`src/rtl/alsu_result_display_if.sv`:
```
`default_nettype none
// alsu_result_display_if: ALSU result/LED inputs and seven-segment outputs -- rev 1.0
interface alsu_result_display_if;
   logic [5:0]  alsu_out;
   logic [15:0] alsu_leds;
   logic [6:0]  seg;
   logic        dp;
   logic [3:0]  an;
   logic        busy;

   modport master (output alsu_out, alsu_leds, input seg, dp, an, busy);
   modport slave  (input alsu_out, alsu_leds, output seg, dp, an, busy);
endinterface
`default_nettype wire

```
`src/rtl/alsu_result_display.sv`:
```
`default_nettype none
// alsu_result_display: ALSU result on a 4-digit 7-seg (hex + decimal), blinking "Err" on invalid ops -- rev 1.0
module alsu_result_display #(
   parameter int REFRESH_DIV  = 50000,
   parameter int BLINK_FRAMES = 64
) (
   input  logic                 clk,
   input  logic                 rst,
   alsu_result_display_if.slave bus
);

   localparam int CW = (REFRESH_DIV > 2) ? $clog2(REFRESH_DIV) : 1;
   localparam int BW = (BLINK_FRAMES > 2) ? $clog2(BLINK_FRAMES) : 1;
   localparam logic [CW-1:0] REF_MAX   = CW'(REFRESH_DIV - 1);
   localparam logic [BW-1:0] BLINK_MAX = BW'(BLINK_FRAMES - 1);

   typedef enum logic [1:0] {
      IDLE = 2'd0,
      CONV = 2'd1,
      LOAD = 2'd2
   } state_t;

   state_t      state;
   logic [5:0]  cap_val;
   logic        cap_err;
   logic [5:0]  bin;
   logic [3:0]  tens;
   logic [3:0]  units;
   logic [2:0]  iter;
   logic        busy_q;

   logic [1:0]  hex_hi;
   logic [3:0]  hex_lo;
   logic [3:0]  dec_tens;
   logic [3:0]  dec_units;
   logic        disp_err;

   logic [CW-1:0] refresh_cnt;
   logic [1:0]    idx;
   logic [BW-1:0] blink_cnt;
   logic          blink_on;
   logic [3:0]    an_q;
   logic [6:0]    seg_q;

   logic        err;
   logic [3:0]  tens_adj;
   logic [3:0]  units_adj;
   logic        ref_wrap;
   logic        frame_end;
   logic [3:0]  nib;
   logic [6:0]  pattern;

   function automatic logic [6:0] hex_seg(input logic [3:0] v);
      logic [6:0] s;
      case (v)
         4'h0: s = 7'h40;
         4'h1: s = 7'h79;
         4'h2: s = 7'h24;
         4'h3: s = 7'h30;
         4'h4: s = 7'h19;
         4'h5: s = 7'h12;
         4'h6: s = 7'h02;
         4'h7: s = 7'h78;
         4'h8: s = 7'h00;
         4'h9: s = 7'h10;
         4'hA: s = 7'h08;
         4'hB: s = 7'h03;
         4'hC: s = 7'h46;
         4'hD: s = 7'h21;
         4'hE: s = 7'h06;
         default: s = 7'h0E;
      endcase
      return s;
   endfunction

   assign err       = |bus.alsu_leds;
   assign tens_adj  = (tens  >= 4'd5) ? tens  + 4'd3 : tens;
   assign units_adj = (units >= 4'd5) ? units + 4'd3 : units;

   // Capture / double-dabble FSM: one binary bit shifted into the BCD pair per clock
   always_ff @(posedge clk or negedge rst) begin
      if (!rst) begin
         state     <= IDLE;
         cap_val   <= 6'd0;
         cap_err   <= 1'b0;
         bin       <= 6'd0;
         tens      <= 4'd0;
         units     <= 4'd0;
         iter      <= 3'd0;
         busy_q    <= 1'b0;
         hex_hi    <= 2'd0;
         hex_lo    <= 4'd0;
         dec_tens  <= 4'd0;
         dec_units <= 4'd0;
         disp_err  <= 1'b0;
      end else begin
         case (state)
            IDLE: begin
               if ({bus.alsu_out, err} != {cap_val, cap_err}) begin
                  cap_val <= bus.alsu_out;
                  cap_err <= err;
                  bin     <= bus.alsu_out;
                  tens    <= 4'd0;
                  units   <= 4'd0;
                  iter    <= 3'd0;
                  busy_q  <= 1'b1;
                  state   <= CONV;
               end
            end
            CONV: begin
               tens  <= {tens_adj[2:0], units_adj[3]};
               units <= {units_adj[2:0], bin[5]};
               bin   <= {bin[4:0], 1'b0};
               iter  <= iter + 3'd1;
               if (iter == 3'd5) begin
                  state <= LOAD;
               end
            end
            LOAD: begin
               hex_hi    <= cap_val[5:4];
               hex_lo    <= cap_val[3:0];
               dec_tens  <= tens;
               dec_units <= units;
               disp_err  <= cap_err;
               busy_q    <= 1'b0;
               state     <= IDLE;
            end
            default: begin
               busy_q <= 1'b0;
               state  <= IDLE;
            end
         endcase
      end
   end

   assign ref_wrap  = (refresh_cnt == REF_MAX);
   assign frame_end = ref_wrap && (idx == 2'd3);

   always_comb begin
      nib = 4'd0;
      case (idx)
         2'd3:    nib = {2'b00, hex_hi};
         2'd2:    nib = hex_lo;
         2'd1:    nib = dec_tens;
         default: nib = dec_units;
      endcase
      pattern = hex_seg(nib);
      if (disp_err) begin
         if (!blink_on) begin
            pattern = 7'h7F;
         end else begin
            case (idx)
               2'd3:    pattern = 7'h06;
               2'd2:    pattern = 7'h2F;
               2'd1:    pattern = 7'h2F;
               default: pattern = 7'h7F;
            endcase
         end
      end
   end

   always_ff @(posedge clk or negedge rst) begin
      if (!rst) begin
         refresh_cnt <= '0;
         idx         <= 2'd0;
         an_q        <= 4'hF;
         seg_q       <= 7'h7F;
         blink_cnt   <= '0;
         blink_on    <= 1'b1;
      end else begin
         refresh_cnt <= ref_wrap ? '0 : refresh_cnt + 1'b1;
         if (ref_wrap) begin
            idx <= idx + 2'd1;
         end
         an_q  <= ~(4'b0001 << idx);
         seg_q <= pattern;
         // Blink state only runs while the error pattern is on screen
         if (!disp_err) begin
            blink_cnt <= '0;
            blink_on  <= 1'b1;
         end else if (frame_end) begin
            if (blink_cnt == BLINK_MAX) begin
               blink_cnt <= '0;
               blink_on  <= ~blink_on;
            end else begin
               blink_cnt <= blink_cnt + 1'b1;
            end
         end
      end
   end

   assign bus.seg  = seg_q;
   assign bus.an   = an_q;
   assign bus.dp   = 1'b1;
   assign bus.busy = busy_q;

endmodule
`default_nettype wire
```
`src/flat_wrapper.sv`:
```
// flat-port wrapper written by rule: the top's interface ports become plain ports
module alsu_result_display_flat 
#(
   parameter int REFRESH_DIV  = 50000,
   parameter int BLINK_FRAMES = 64
)
  (clk, rst, bus_alsu_out, bus_alsu_leds, bus_seg, bus_dp, bus_an, bus_busy);
  alsu_result_display_if bus_i ();
  input  logic clk;
  input  logic rst;
  input wire logic [$bits(bus_i.alsu_out)-1:0] bus_alsu_out;
  input wire logic [$bits(bus_i.alsu_leds)-1:0] bus_alsu_leds;
  output wire logic [$bits(bus_i.seg)-1:0] bus_seg;
  output wire logic [$bits(bus_i.dp)-1:0] bus_dp;
  output wire logic [$bits(bus_i.an)-1:0] bus_an;
  output wire logic [$bits(bus_i.busy)-1:0] bus_busy;
  assign bus_i.alsu_out = bus_alsu_out;
  assign bus_i.alsu_leds = bus_alsu_leds;
  assign bus_seg = bus_i.seg;
  assign bus_dp = bus_i.dp;
  assign bus_an = bus_i.an;
  assign bus_busy = bus_i.busy;
  alsu_result_display #(.REFRESH_DIV(REFRESH_DIV), .BLINK_FRAMES(BLINK_FRAMES)) u_core (.clk(clk), .rst(rst), .bus(bus_i));
endmodule
```
`config.mk`:
```
export PLATFORM = sky130hd
export DESIGN_NAME = alsu_result_display_flat
export DESIGN_NICKNAME = d
export VERILOG_FILES = /design/src/rtl/alsu_result_display_if.sv /design/src/rtl/alsu_result_display.sv /design/src/flat_wrapper.sv
export SDC_FILE = /design/constraint.sdc
export NUM_CORES = 1
export LEC_CHECK = 0
export ABC_AREA = 1
export BUFFER_PORTS_ARGS = -buffer_cell sky130_fd_sc_hd__buf_2
export CELL_PAD_IN_SITES_DETAIL_PLACEMENT = 0
export CELL_PAD_IN_SITES_GLOBAL_PLACEMENT = 1
export CORE_MARGIN = 2
export CORE_UTILIZATION = 25
export CTS_BUF_LIST = sky130_fd_sc_hd__clkbuf_8
export DETAILED_ROUTE_END_ITERATION = 12
export PLACE_DENSITY_LB_ADDON = 0.1
export REMOVE_ABC_BUFFERS = 1
export SYNTH_ARGS = -nofsm -noshare
export SYNTH_HDL_FRONTEND = slang
export SYNTH_SLANG_ARGS = --single-unit
```
`constraint.sdc`:
```
create_clock -name clk -period 2.2 [get_ports clk]
set_input_delay 0.22 -clock clk [delete_from_list [all_inputs] [get_ports clk]]
set_output_delay 0.22 -clock clk [all_outputs]
set_load 0.02 [all_outputs]
```
=== Word-level counts from Yosys, hierarchy flattened ===
Memories as Yosys holds them, arrays and structs flattened.
Cells that the tools add are included.

* Bitwise operators: 3
* Eq/ne operators: 13
* Reductions and logical operators: 10
* Add/subtract/negate cells: 6
* Shift-type cells: 1
* Magnitude comparators: 2
* Muxes and demuxes: 25

{| class="wikitable"
|+ Operators with widths
! kind !! count
|-
| $mux W6 || 4
|-
| $add A16 B1 Y16 const B || 1
|-
| $eq A16 B16 Y1 const B || 1
|-
| $mux W16 || 1
|-
| $pmux W4 S2 || 2
|-
| $reduce_or A16 Y1 || 1
|-
| $mux W7 || 2
|-
| $pmux W7 S2 || 1
|-
| $pmux W4 S3 || 1
|-
| $pmux W6 S2 || 1
|-
| $reduce_and A2 Y1 || 5
|-
| $ge A4 B3 Y1 const B || 2
|-
| $mux W4 || 2
|-
| $ne A7 B7 Y1 || 1
|-
| $add A6 B1 Y6 const B || 1
|-
| $eq A2 B2 Y1 const B || 3
|-
| $eq A6 B6 Y1 const B || 1
|-
| $mux W3 || 2
|-
| $pmux W3 S2 || 1
|-
| $add A4 B2 Y4 const B || 1
|-
| $eq A2 B1 Y1 const B || 2
|-
| $mux W1 || 4
|-
| $mux W2 || 2
|-
| $ne A2 B1 Y1 const B || 2
|-
| 14 further kinds || 16
|}

* Bits in read-only memories: 112
* Output and inout port bits: 13
* Word-level logic and storage cells: 80
* Register bits: 78
* Input port bits: 24
* Memories kept: 1

{| class="wikitable"
|+ Memories
! memory !! words !! width !! read ports !! clocked after memory_dff !! write ports !! RTL line !! RTL
|-
| (no name shown) || 16 || 7 || 1 || 0 || 0 || alsu_result_display.sv:55 || <nowiki>case (v)</nowiki>
|}

=== Depth between registers and ports, before layout ===
Gate-level depths: netlist of the first run.

* Depth in word-level cells: 5
* Depth in mapped cells: 13
* Gate-level depth less buffers: 13

=== Least setup slack after synthesis of the first run ===
OpenSTA, ideal clock, no wires.

* Path kind: reg2reg
* From: register u_core.idx[0]
* To: register u_core.seg_q[0] (netlist: u_core.bus.seg[0])
* Clock period less this slack: 1.953 ns
* Stages on the path, launching flop included: 13
* Arrival time: 1.868 ns
* Path slack: 0.247 ns
* Cell sequence: dfrtp_1 inv_1 ha_1 inv_2 o21ai_0 inv_1 ha_1 inv_1 nand2_1 o211ai_1 nand2_1 nand2_1 nand2_1

* Cells in the longest elaborated chain, start to end: 5
* Elaborated cells between the ends (all ways): 9
* Classes of those cells: eq/ne: 3; mux: 4; reduce/logical: 1; memory: 1

{| class="wikitable"
|+ RTL lines
! item !! RTL line !! RTL
|-
| start, declared || alsu_result_display.sv:39 || <nowiki>logic [1:0] idx;</nowiki>
|-
| start signal, assigned || alsu_result_display.sv:173 || <nowiki>idx <= idx + 2'd1;</nowiki>
|-
| parallel branches: the longest is 4 deep, another holds $mem_v2 Z16 W7 || - ||
|-
| $mux W7 * || alsu_result_display.sv:148 || <nowiki>if (disp_err) begin</nowiki>
|-
| named net u_core.pattern[0] || alsu_result_display.sv:51 || <nowiki>logic [6:0] pattern;</nowiki>
|-
| end signal, assigned || alsu_result_display.sv:176 || <nowiki>seg_q <= pattern;</nowiki>
|-
| end, declared || alsu_result_display.sv:43 || <nowiki>logic [6:0] seg_q;</nowiki>
|}

Mark *: on every way through the listed nets, which the timed path passes.
A chain may end at the register's enable or synchronous reset.

=== Final worst setup path of the first run ===
* From: register u_core.idx[1]
* To: register u_core.seg_q[0] (netlist: u_core.bus.seg[0])

Same word-level chain as after synthesis.

==> results of run 1 <==
## stage by stage
stage | worst slack (ns) | cells | cell area, sq um
global route | 0.01375 | 773 | 4758
finish | 0.2365 | 773 | 4758
CTS | 0.1993 | 773 | 4758
global placement | 0.2836 | 756 | 4567
detailed placement | 0.2137 | 756 | 4567
floorplan | 0.2449 | 498 | 4054
## logic make-up after synthesis
kind of cell	Yosys count
AOI/OAI and AO/OA	77
xor gates and xnor gates	9
adders and majority gates	18
buffers and inverters	79
DFF	78
other	1
and+or+nand+nor	247
## worst min path at each step
| stage | from | to | slack [ns] |
|---|---|---|---|
| after CTS | bus_alsu_out[2] | u_core.cap_val[2] | 0.15 |
| after floorplan | rst | u_core.bin[0] | -0.08 |
| after detailed placement | rst | u_core.refresh_cnt[14] | 0.26 |
| final | bus_alsu_out[0] | u_core.cap_val[0] | 0.17 |
| after global placement | rst | u_core.refresh_cnt[12] | 0.26 |
| after global routing | bus_alsu_out[4] | u_core.cap_val[4] | 0.18 |
## worst max-delay path, cell delays in order, from the launching register on
cell	delay, ns
dfrtp_1	0.38
inv_1	0.10
ha_1	0.25
a22o_1	0.25
o21bai_1	0.18
buf_4	0.16
ha_1	0.16
nand2_1	0.09
nand2_1	0.10
nand2_1	0.04
nand2_1	0.07
nand2_1	0.04
nand2_1	0.06
## layout make-up
class | instances | area, sq um | area share [%]
clock buffers | 9 | 123.9 | 2.603
clock inverters | 7 | 57.56 | 1.210
inverters | 68 | 261.5 | 5.496
multi-input cells | 352 | 1826 | 38.36
flip-flops and latches | 78 | 1967 | 41.34
well taps | 216 | 270.3 | 5.680
repair buffers | 43 | 252.7 | 5.312
## per-layer routing
layer / up-vias / track usage [%]
met4: 0 / 2.867
met1: 1491 / 14.66
met3: 7 / 3.768
met5: - / 0
met2: 32 / 19.52
li1: 1711 / -
## state kept, by name (all words and copies together), names as in the netlist, 3 cells and up
register / flops
u_core.tens: 4
u_core.cap_val: 6
u_core.bus.an: 4
u_core.bus.seg: 7
u_core.hex_lo: 4
u_core.dec_tens: 4
u_core.units: 4
u_core.bin: 6
u_core.blink_cnt: 6
u_core.refresh_cnt: 16
u_core.dec_units: 4
u_core.iter: 3
## placed cells by master, fill, tap and decap left out, types with 7 or more instances in the layout
master	n
ha_1	18
nand2_1	133
dfrtp_1	66
a21oi_1	16
o21ai_0	45
clkbuf_8	9
nand4_1	7
dfstp_2	12
buf_2	34
xor2_1	9
inv_1	63
buf_4	7
nor2_1	38
nand3_1	41
## power groups by stage
| stage | combinational [mW] | clock [mW] | sequential, mW |
|---|---|---|---|
| 2_1_floorplan | 1.27 | 0 | 2.22 |
| 4_1_cts | 1.89 | 1.13 | 2.20 |
| 6_report | 1.85 | 1.07 | 2.19 |
| 3_5_place_dp | 1.88 | 0 | 2.23 |
| 5_1_grt | 2.16 | 1.17 | 2.27 |
| 3_3_place_gp | 1.88 | 0 | 2.24 |
==> out/metrics.cfg, run 1 <==
[outcome]
outcome=complete, no violations

[logic_synthesis]
yosys.area.top_type=dfrtp_1
seq_area_frac_synth_pct=47.75
ys_ff_latch=78
synth_area_leaders=dfrtp_1 40%, nand2_1 12%, dfstp_2 7.7%
yosysMostFrequentCell=nand2_1
ys_warn_count=0
ys_types=35
synth_mux_area_share_pct=0
ys.flop_type=dfrtp_1
synth_xor_xnor_area_share_pct=1.914
yosys.area_share.simple_pct=26.61
synth-compound-area-share_pct=10.24
synth_top_family_by_area=simple AND/OR/NAND/NOR gates
syn_inst=509
syn_area_sq_mm=0.004119
synthTopCellsByCount=133 x nand2_1, 66 x dfrtp_1, 61 x inv_1
avgSynthCellArea_sq_um=8.092
synthAdderAreaFrac_pct=5.468
synth_edf_count=0
yosysTopAreaCellShare_pct=40.10
async_reset_ff_share_pct=100.0

[cts]
postCtsHoldBufs=1
tritoncts=built
cts.sinks=78
htree_levels=3
clk_pin_slew_ns=0.09
cts-root-buf=clkbuf_8
cts_resized=0
clk_path_buf_depth=2
postCtsSetupRepairBufs=0
worstSkewPairLatency_ns=0.36
cts_buffers=9

[timing]
finalCritPeriodShare_pct=89.25
fin_setup_tns_ns=0
final.setup_skew_ns=0.01065
worstMarginPinSlew_ns=0.8353
finalSetupViolations=0
drv_slew=0
clock.fmax_mhz=509.3
max_slew_margin_pct=44.18
rsz0062_at_grt=false
final_hold_viol_count=0
worst_hold_slack_ns=0.1687
fin_crit_ns=1.963

[pwr]
power_density_mw_per_mm2=1074
intPower_mw=3.080
pwr-share-seq_pct=42.9
p_leak_nw=2.350
p_sw_share_pct=39.73
pwr-share-clk_pct=20.9
p_sw_mw=2.030
power.total_mw=5.110
combPwrFrac_pct=36.2
ir_worst_vdd_v=0.0005682

[placed_design]
hpwlAfterDp_um=6929
gp_congestion=0.8108
io_buffers=35

[drt]
wl_met2_um=4415
postRouteAntennaNets=0
wire_per_inst_um=12.49
drtIter0Drc=160
via_per_inst=4.193
via_count=3241
wirelength_um=9657
wl_met1_um=4804
wl_met3_um=308
highest_layer=met4
drcViolationCount=0
firstDrtPassIters=4

[min_path]
hold_class=input port to flip-flop
hold_depth=3

[floorplanning]
core_sq_mm=0.01600
die_w_um=132.4
start_util_pct=25.74
rows=46
die_y_um=132.4
die_area_sq_mm=0.01752
ioPinCount=37

[setup_path]
worstPathRequired_ns=2.50
cp-endpoint=u_core.bus.seg[0]
timing.rr.end=u_core.bus.seg[0]
worstPathArrival_ns=2.26
startpoint=u_core.idx[1]
endpoint_kind=flip-flop
path_class=flip-flop to flip-flop
r2r_cells=12
r2r_slack_ns=0.24
start_kind=flip-flop
regToRegStartpoint=u_core.idx[1]
cp_max_fo=5

[global_route]
grt_max_degree=41
antenna_found_initial=0
grt_pass1_wl_um=16390
grt-ovfl-total=0
grt_pass1_vias=3320
grt_usage_pct=11.69

[final_layout]
syn2layout_area_growth_pct=15.52
drive_above_1_share_pct=17.41
final_util_pct=29.74
fill_cells=1759
n_antenna_cell=0
nNetsFinal=594

[flow_run]
maxCapViolations=0

Power figures use the tool's default switching activity.
==> inputs of run 2 (changes only) <==
--- a/config.mk
+++ b/config.mk
@@ -9,6 +9,7 @@
 export BUFFER_PORTS_ARGS = -buffer_cell sky130_fd_sc_hd__buf_2
 export CELL_PAD_IN_SITES_DETAIL_PLACEMENT = 0
 export CELL_PAD_IN_SITES_GLOBAL_PLACEMENT = 1
+export CORE_ASPECT_RATIO = 1.1
 export CORE_MARGIN = 2
 export CORE_UTILIZATION = 25
 export CTS_BUF_LIST = sky130_fd_sc_hd__clkbuf_8
==> constraint.sdc (replaced) <==
create_clock -name clk -period 1.6 [get_ports clk]
set_input_delay 0.16 -clock clk [delete_from_list [all_inputs] [get_ports clk]]
set_output_delay 0.16 -clock clk [all_outputs]
set_load 0.02 [all_outputs]
==> run 2 against run 1 <==
Effect of this change: first-iteration DRC count fell by 26%; utilization rose by 4.1 points; non-clock buffer count rose by 45; the run now ends with setup timing left; global-route usage rose by 0.49 points.
==> out/metrics.cfg, run 2 (synthesis results as in run 1) <==
[floorplanning]
die_w_um=126.4  ; -4.5%
ioPinCount=37  ; unchanged
rows=49  ; +6.5%
core_sq_mm=0.01625  ; +1.5%
start_util_pct=25.35  ; -0.39 points
die_area_sq_mm=0.01752  ; about the same
die_y_um=138.6  ; +4.7%

[cts]
cts.sinks=78  ; unchanged
clk_pin_slew_ns=0.08  ; about the same
tritoncts=built
cts-root-buf=clkbuf_8
cts_buffers=9  ; unchanged
clk_path_buf_depth=2  ; unchanged
worstSkewPairLatency_ns=0.38  ; +0.02 ns
htree_levels=3  ; unchanged

[min_path]
hold_depth=3  ; unchanged
hold_class=input port to flip-flop
hp-start=bus_alsu_out[1]
hold_end=u_core.cap_val[1]

[timing]
drv_slew=0  ; unchanged
final_hold_viol_count=0  ; unchanged
fin_crit_ns=1.770  ; -0.1933 ns
finalSetupViolations=13  ; +13
rsz0062_at_grt=true
clock.fmax_mhz=564.9  ; +11%
finalCritPeriodShare_pct=110.6  ; +21 points
layout_setup_ws_ns=-0.1702  ; -0.4067 ns
max_slew_margin_pct=64.57  ; +20 points
worstMarginPinSlew_ns=0.5307  ; -0.3047 ns
worst_hold_slack_ns=0.08351  ; -0.08516 ns
final.setup_skew_ns=0.01174  ; +0.001086 ns

[final_layout]
syn2layout_area_growth_pct=33.60
final_cell_mix=114 x nand2_1, 65 x dfrtp_1, 56 x inv_1
final_util_pct=33.87  ; +4.1 points
largest_reg_flops=16  ; unchanged
regMostFlops=u_core.refresh_cnt
drive_above_1_share_pct=33.78  ; +16 points
final_common_cell=nand2_1
n_antenna_cell=0  ; unchanged
nNetsFinal=639  ; +7.6%

[setup_path]
slowest_stage=dfrtp_1
r2r_cells=10  ; -2
endpoint_kind=flip-flop
start_kind=flip-flop
crit_family=flip-flops
critical-path-max-stage-delay_ns=0.42  ; +0.04 ns
r2r_slack_ns=-0.17  ; -0.41 ns
timing.rr.end=u_core.bus.seg[3]
path_class=flip-flop to flip-flop
cp_max_fo=3  ; -2
critPathBufInv=2  ; unchanged
cp_cell_sequence=buf_4 > ha_4 > nand2_1 > nand2_2 > o21bai_4 > buf_6 > ha_4 > o211ai_1 > nand3_1 > nand2_1
worstPathArrival_ns=2.08  ; -0.18 ns
worstPathRequired_ns=1.91  ; -0.59 ns
regToRegStartpoint=u_core.idx[1]

[drt]
firstDrtPassIters=4  ; unchanged
drtIter0Drc=118  ; -26%
wirelength_um=10270  ; +6.4%
via_count=3519  ; +8.6%
wire_per_inst_um=12.76  ; +2.2%
drcViolationCount=0  ; unchanged
postRouteAntennaNets=0  ; unchanged
via_per_inst=4.371  ; +4.3%

[flow_run]
maxCapViolations=0  ; unchanged

[pwr]
ir_worst_vdd_v=0.0006120  ; +7.7%
p_leak_nw=2.658  ; +13%
power.total_mw=8.163  ; +60%
power_density_mw_per_mm2=1483  ; +38%

[placed_design]
gp_congestion=0.7533  ; -7.1%
hpwlAfterDp_um=7172  ; +3.5%
io_buffers=35  ; unchanged

[global_route]
grt_usage_pct=12.18  ; +0.49 points
antenna_found_initial=0  ; unchanged
grt-ovfl-total=0  ; unchanged
grt_max_degree=31  ; -24%
grt_pass1_wl_um=17080  ; +4.2%
grt_pass1_vias=3404  ; +2.5%

[outcome]
outcome=finished with violations
violations=setup timing

[run 2: changes by cell type in the layout (fill, tap and decap cells not counted), moves of 5 or more]
cell     before  now
nand2_2       4   18
nand3_2       3   17
nand2_1     133  114
buf_4         7   42
inv_1        63   56
o21ai_0      45   37
ha_4          0    6
nand3_1      41   27
ha_1         18    9
inv_2         5   10
[run 2: area by class of cell]
class                      count  area (sq um)
fill                        1680         10740
multi-input combinational    352          2130
sequential                    78          1968
timing repair buffer          88         695.7
inverter                      68         271.5
tap                          204         255.2
clock buffer                  10         137.6
clock inverter                 5         45.04
[run 2: per-stage QoR]
| step | cells | TNS [ns] | setup WS, ns | instance area (sq um) |
|---|---|---|---|---|
| 6_report | 805 | -0.9689 | -0.1702 | 5503 |
| 2_1_floorplan | 498 | -1.924 | -0.3551 | 4054 |
| 3_5_place_dp | 772 | -2.195 | -0.3962 | 4800 |
| 5_1_grt | 805 | -3.760 | -0.2751 | 5503 |
| 3_3_place_gp | 772 | -1.925 | -0.3669 | 4800 |
| 4_1_cts | 791 | -0.8182 | -0.1923 | 5162 |
[run 2: tightest hold or removal path, stage by stage]
cell and delay [ns]:
buf_2 0.11, inv_1 0.08, o21ai_1 0.07
[run 2: metal layers]
layer	up-vias	share of wire, %	track usage [%]
met5	-	0	0
met4	0	2.2	5.957
met3	12	2.2	2.122
met2	32	48	19.42
met1	1663	47	15.93
li1	1812	-	-
[run 2: what timing repair did]
action,4_1_cts,5_1_grt
hold buffers,1,0
hold endpoints to repair,13,0
setup endpoints to repair,7,40
gates resized for setup,36,58
gates cloned,0,3
setup buffers,4,11
pin swaps,14,23
[run 2: worst max path at each step]
stage	from	to	slack, ns	depth (start not counted)
floorplan	u_core.idx[0]	u_core.bus.seg[0]	-0.36	12
global placement	u_core.idx[0]	u_core.bus.seg[0]	-0.37	12
detailed placement	u_core.idx[1]	u_core.bus.seg[0]	-0.40	12
CTS	u_core.idx[1]	u_core.bus.seg[0]	-0.19	10
global route	u_core.idx[1]	u_core.bus.seg[3]	-0.28	9
finish	u_core.idx[1]	u_core.bus.seg[3]	-0.17	10
[run 2: power breakdown]
| group | internal [mW] | total, mW | switching (mW) |
|---|---|---|---|
| clock network | 0.734 | 1.48 | 0.742 |
| logic | 1.65 | 3.68 | 2.03 |
| registers | 2.61 | 3.01 | 0.399 |
==> inputs of run 3 (changes only) <==
--- a/config.mk
+++ b/config.mk
@@ -16,6 +16,8 @@
 export DETAILED_ROUTE_END_ITERATION = 12
 export PLACE_DENSITY_LB_ADDON = 0.1
 export REMOVE_ABC_BUFFERS = 1
+export SETUP_SLACK_MARGIN = 0.1
+export SLEW_MARGIN = 20
 export SYNTH_ARGS = -nofsm -noshare
 export SYNTH_HDL_FRONTEND = slang
 export SYNTH_SLANG_ARGS = --single-unit
==> run 3 against run 2 <==
Effect of this change: the run still ends with setup timing left; worst hold slack lost 0.0027 ns; largest cell class unchanged; maximum frequency shrank 0.42%; critical path depth is the same; highest routed layer unchanged; utilization grew 1.3 points; combinational power grew 4%.
==> out/metrics.cfg, run 3 (synthesis results as in run 1) <==
[outcome]
outcome=finished with violations
violations=setup timing

[cts]
cts-root-buf=clkbuf_8
clk_pin_slew_ns=0.08  ; about the same
cts_buffers=9  ; unchanged
tritoncts=built
htree_levels=3  ; unchanged
worstSkewPairLatency_ns=0.38  ; about the same
cts.sinks=78  ; unchanged
clk_path_buf_depth=2  ; unchanged

[drt]
wire_per_inst_um=12.86  ; +0.74%
drtIter0Drc=121  ; +2.5%
drcViolationCount=0  ; unchanged
via_count=3579  ; +1.7%
postRouteAntennaNets=0  ; unchanged
via_per_inst=4.381  ; +0.21%
firstDrtPassIters=4  ; unchanged
wirelength_um=10500  ; +2.2%

[floorplanning]
start_util_pct=25.35  ; unchanged
ioPinCount=37  ; unchanged
core_sq_mm=0.01625  ; unchanged
die_area_sq_mm=0.01752  ; unchanged
die_y_um=138.6  ; unchanged
die_w_um=126.4  ; unchanged
rows=49  ; unchanged

[pwr]
p_leak_nw=2.765  ; +4.0%
power_density_mw_per_mm2=1454  ; -2.0%
ir_worst_vdd_v=0.0006171  ; +0.83%
power.total_mw=8.304  ; +1.7%

[setup_path]
endpoint_kind=flip-flop
cp_max_fo=3  ; unchanged
worstPathArrival_ns=2.09  ; about the same
start_kind=flip-flop
path_class=flip-flop to flip-flop
worstPathRequired_ns=1.91  ; about the same

[global_route]
antenna_found_initial=0  ; unchanged
grt_pass1_wl_um=17330  ; +1.5%
grt-ovfl-total=0  ; unchanged
grt_pass1_vias=3460  ; +1.6%
grt_max_degree=31  ; unchanged
grt_usage_pct=12.34  ; +0.15 points

[timing]
drv_slew=0  ; unchanged
max_slew_margin_pct=64.03  ; -0.54 points
rsz0062_at_grt=true
layout_setup_ws_ns=-0.1777  ; -0.007453 ns
final.setup_skew_ns=0.01187  ; +0.0001283 ns
worst_hold_slack_ns=0.08083  ; -0.002677 ns
final_hold_viol_count=0  ; unchanged
fin_crit_ns=1.778  ; +0.007453 ns
finalCritPeriodShare_pct=111.1  ; +0.47 points
worstMarginPinSlew_ns=0.5388  ; +0.008123 ns
finalSetupViolations=12  ; -1
clock.fmax_mhz=562.5  ; -0.42%

[placed_design]
pre_cts_ws_ns=-0.3962  ; unchanged
place_inst=772  ; unchanged
hpwlAfterDp_um=7172  ; unchanged
gp_congestion=0.7533  ; unchanged
io_buffers=35  ; unchanged

[final_layout]
syn2layout_area_growth_pct=38.67
drive_above_1_share_pct=38.17  ; +4.4 points
final_common_cell=nand2_1
final_cells=817  ; +1.5%
final_cell_mix=107 x nand2_1, 64 x dfrtp_1, 54 x inv_1
nNetsFinal=651  ; +1.9%
regMostFlops=u_core.refresh_cnt
final_util_pct=35.16  ; +1.3 points
n_antenna_cell=0  ; unchanged
largest_reg_flops=16  ; unchanged

[flow_run]
maxCapViolations=0  ; unchanged

[min_path]
hold_class=input port to flip-flop

==> run 3: cell count changes in the layout (fill, tap and decap cells not counted), moves of 3 or more <==
| cell | before | now |
|---|---|---|
| buf_4 | 42 | 52 |
| nand2_1 | 114 | 107 |
| nand2_2 | 18 | 24 |
| nor3_1 | 6 | 3 |
| nor3_2 | 0 | 3 |
==> run 3: cell type report <==
| cell class | count | area (sq um) |
|---|---|---|
| sequential | 78 | 1969 |
| fill | 1670 | 10540 |
| multi-input combinational | 352 | 2218 |
| clock inverter | 5 | 45.04 |
| clock buffer | 10 | 137.6 |
| inverter | 68 | 277.8 |
| tap | 204 | 255.2 |
| timing repair buffer | 100 | 808.3 |
==> run 3: stage by stage <==
step	TNS, ns	cell area [sq um]
after global routing	-2.821	5712
after detailed placement	-2.195	4800
after floorplan	-1.924	4054
final	-0.9102	5712
after CTS	-0.8182	5308
after global placement	-1.925	4800
==> run 3: timing repair <==
item | 4_1_cts | 5_1_grt
setup buffers | 14 | 13
gates resized for setup | 48 | 77
hold buffers | 1 | 0
endpoints found under the hold margin | 13 | 0
pin swaps | 21 | 34
cloned | 1 | 2
setup endpoints to repair | 19 | 48
==> run 3: power breakdown <==
group / total, mW / switching [mW] / internal (mW)
logic: 3.82 / 2.08 / 1.74
clock network: 1.48 / 0.743 / 0.734
registers: 3.01 / 0.402 / 2.61
total: 8.30 / 3.22 / 5.08
==> run 3: routing by layer <==
layer	vias to the layer above	wire length, um	global-route usage [%]
li1	1836	-	-
met1	1699	4890	16.03
met2	30	5143	19.73
met3	14	218	2.199
met4	0	251	6.073
met5	-	0	0
==> run 3: worst paths after layout <==
| kind | startpoint | depth (start not counted) | end | slack, ns |
|---|---|---|---|---|
| setup / recovery | u_core.idx[1] | 10 | u_core.bus.seg[3] | -0.18 |
| hold / removal | bus_alsu_out[1] | 3 | u_core.cap_val[1] | 0.08 |
| setup reg to reg | u_core.idx[1] | 10 | u_core.bus.seg[3] | -0.18 |
| hold reg to reg | u_core.blink_on | 2 | u_core.blink_on | 0.48 |
| max in group asynchronous | rst | 3 | u_core.dec_units[0] | 0.85 |
| min in group asynchronous | rst | 2 | u_core.refresh_cnt[13] | 0.25 |
==> run 3: critical path, stage by stage (launching register included) <==
cell	delay (ns)
dfrtp_1	0.42
buf_4	0.16
ha_4	0.16
nand2_1	0.09
nand2_2	0.07
o21bai_4	0.15
buf_6	0.14
ha_4	0.19
o211ai_1	0.16
nand3_1	0.09
nand2_1	0.07
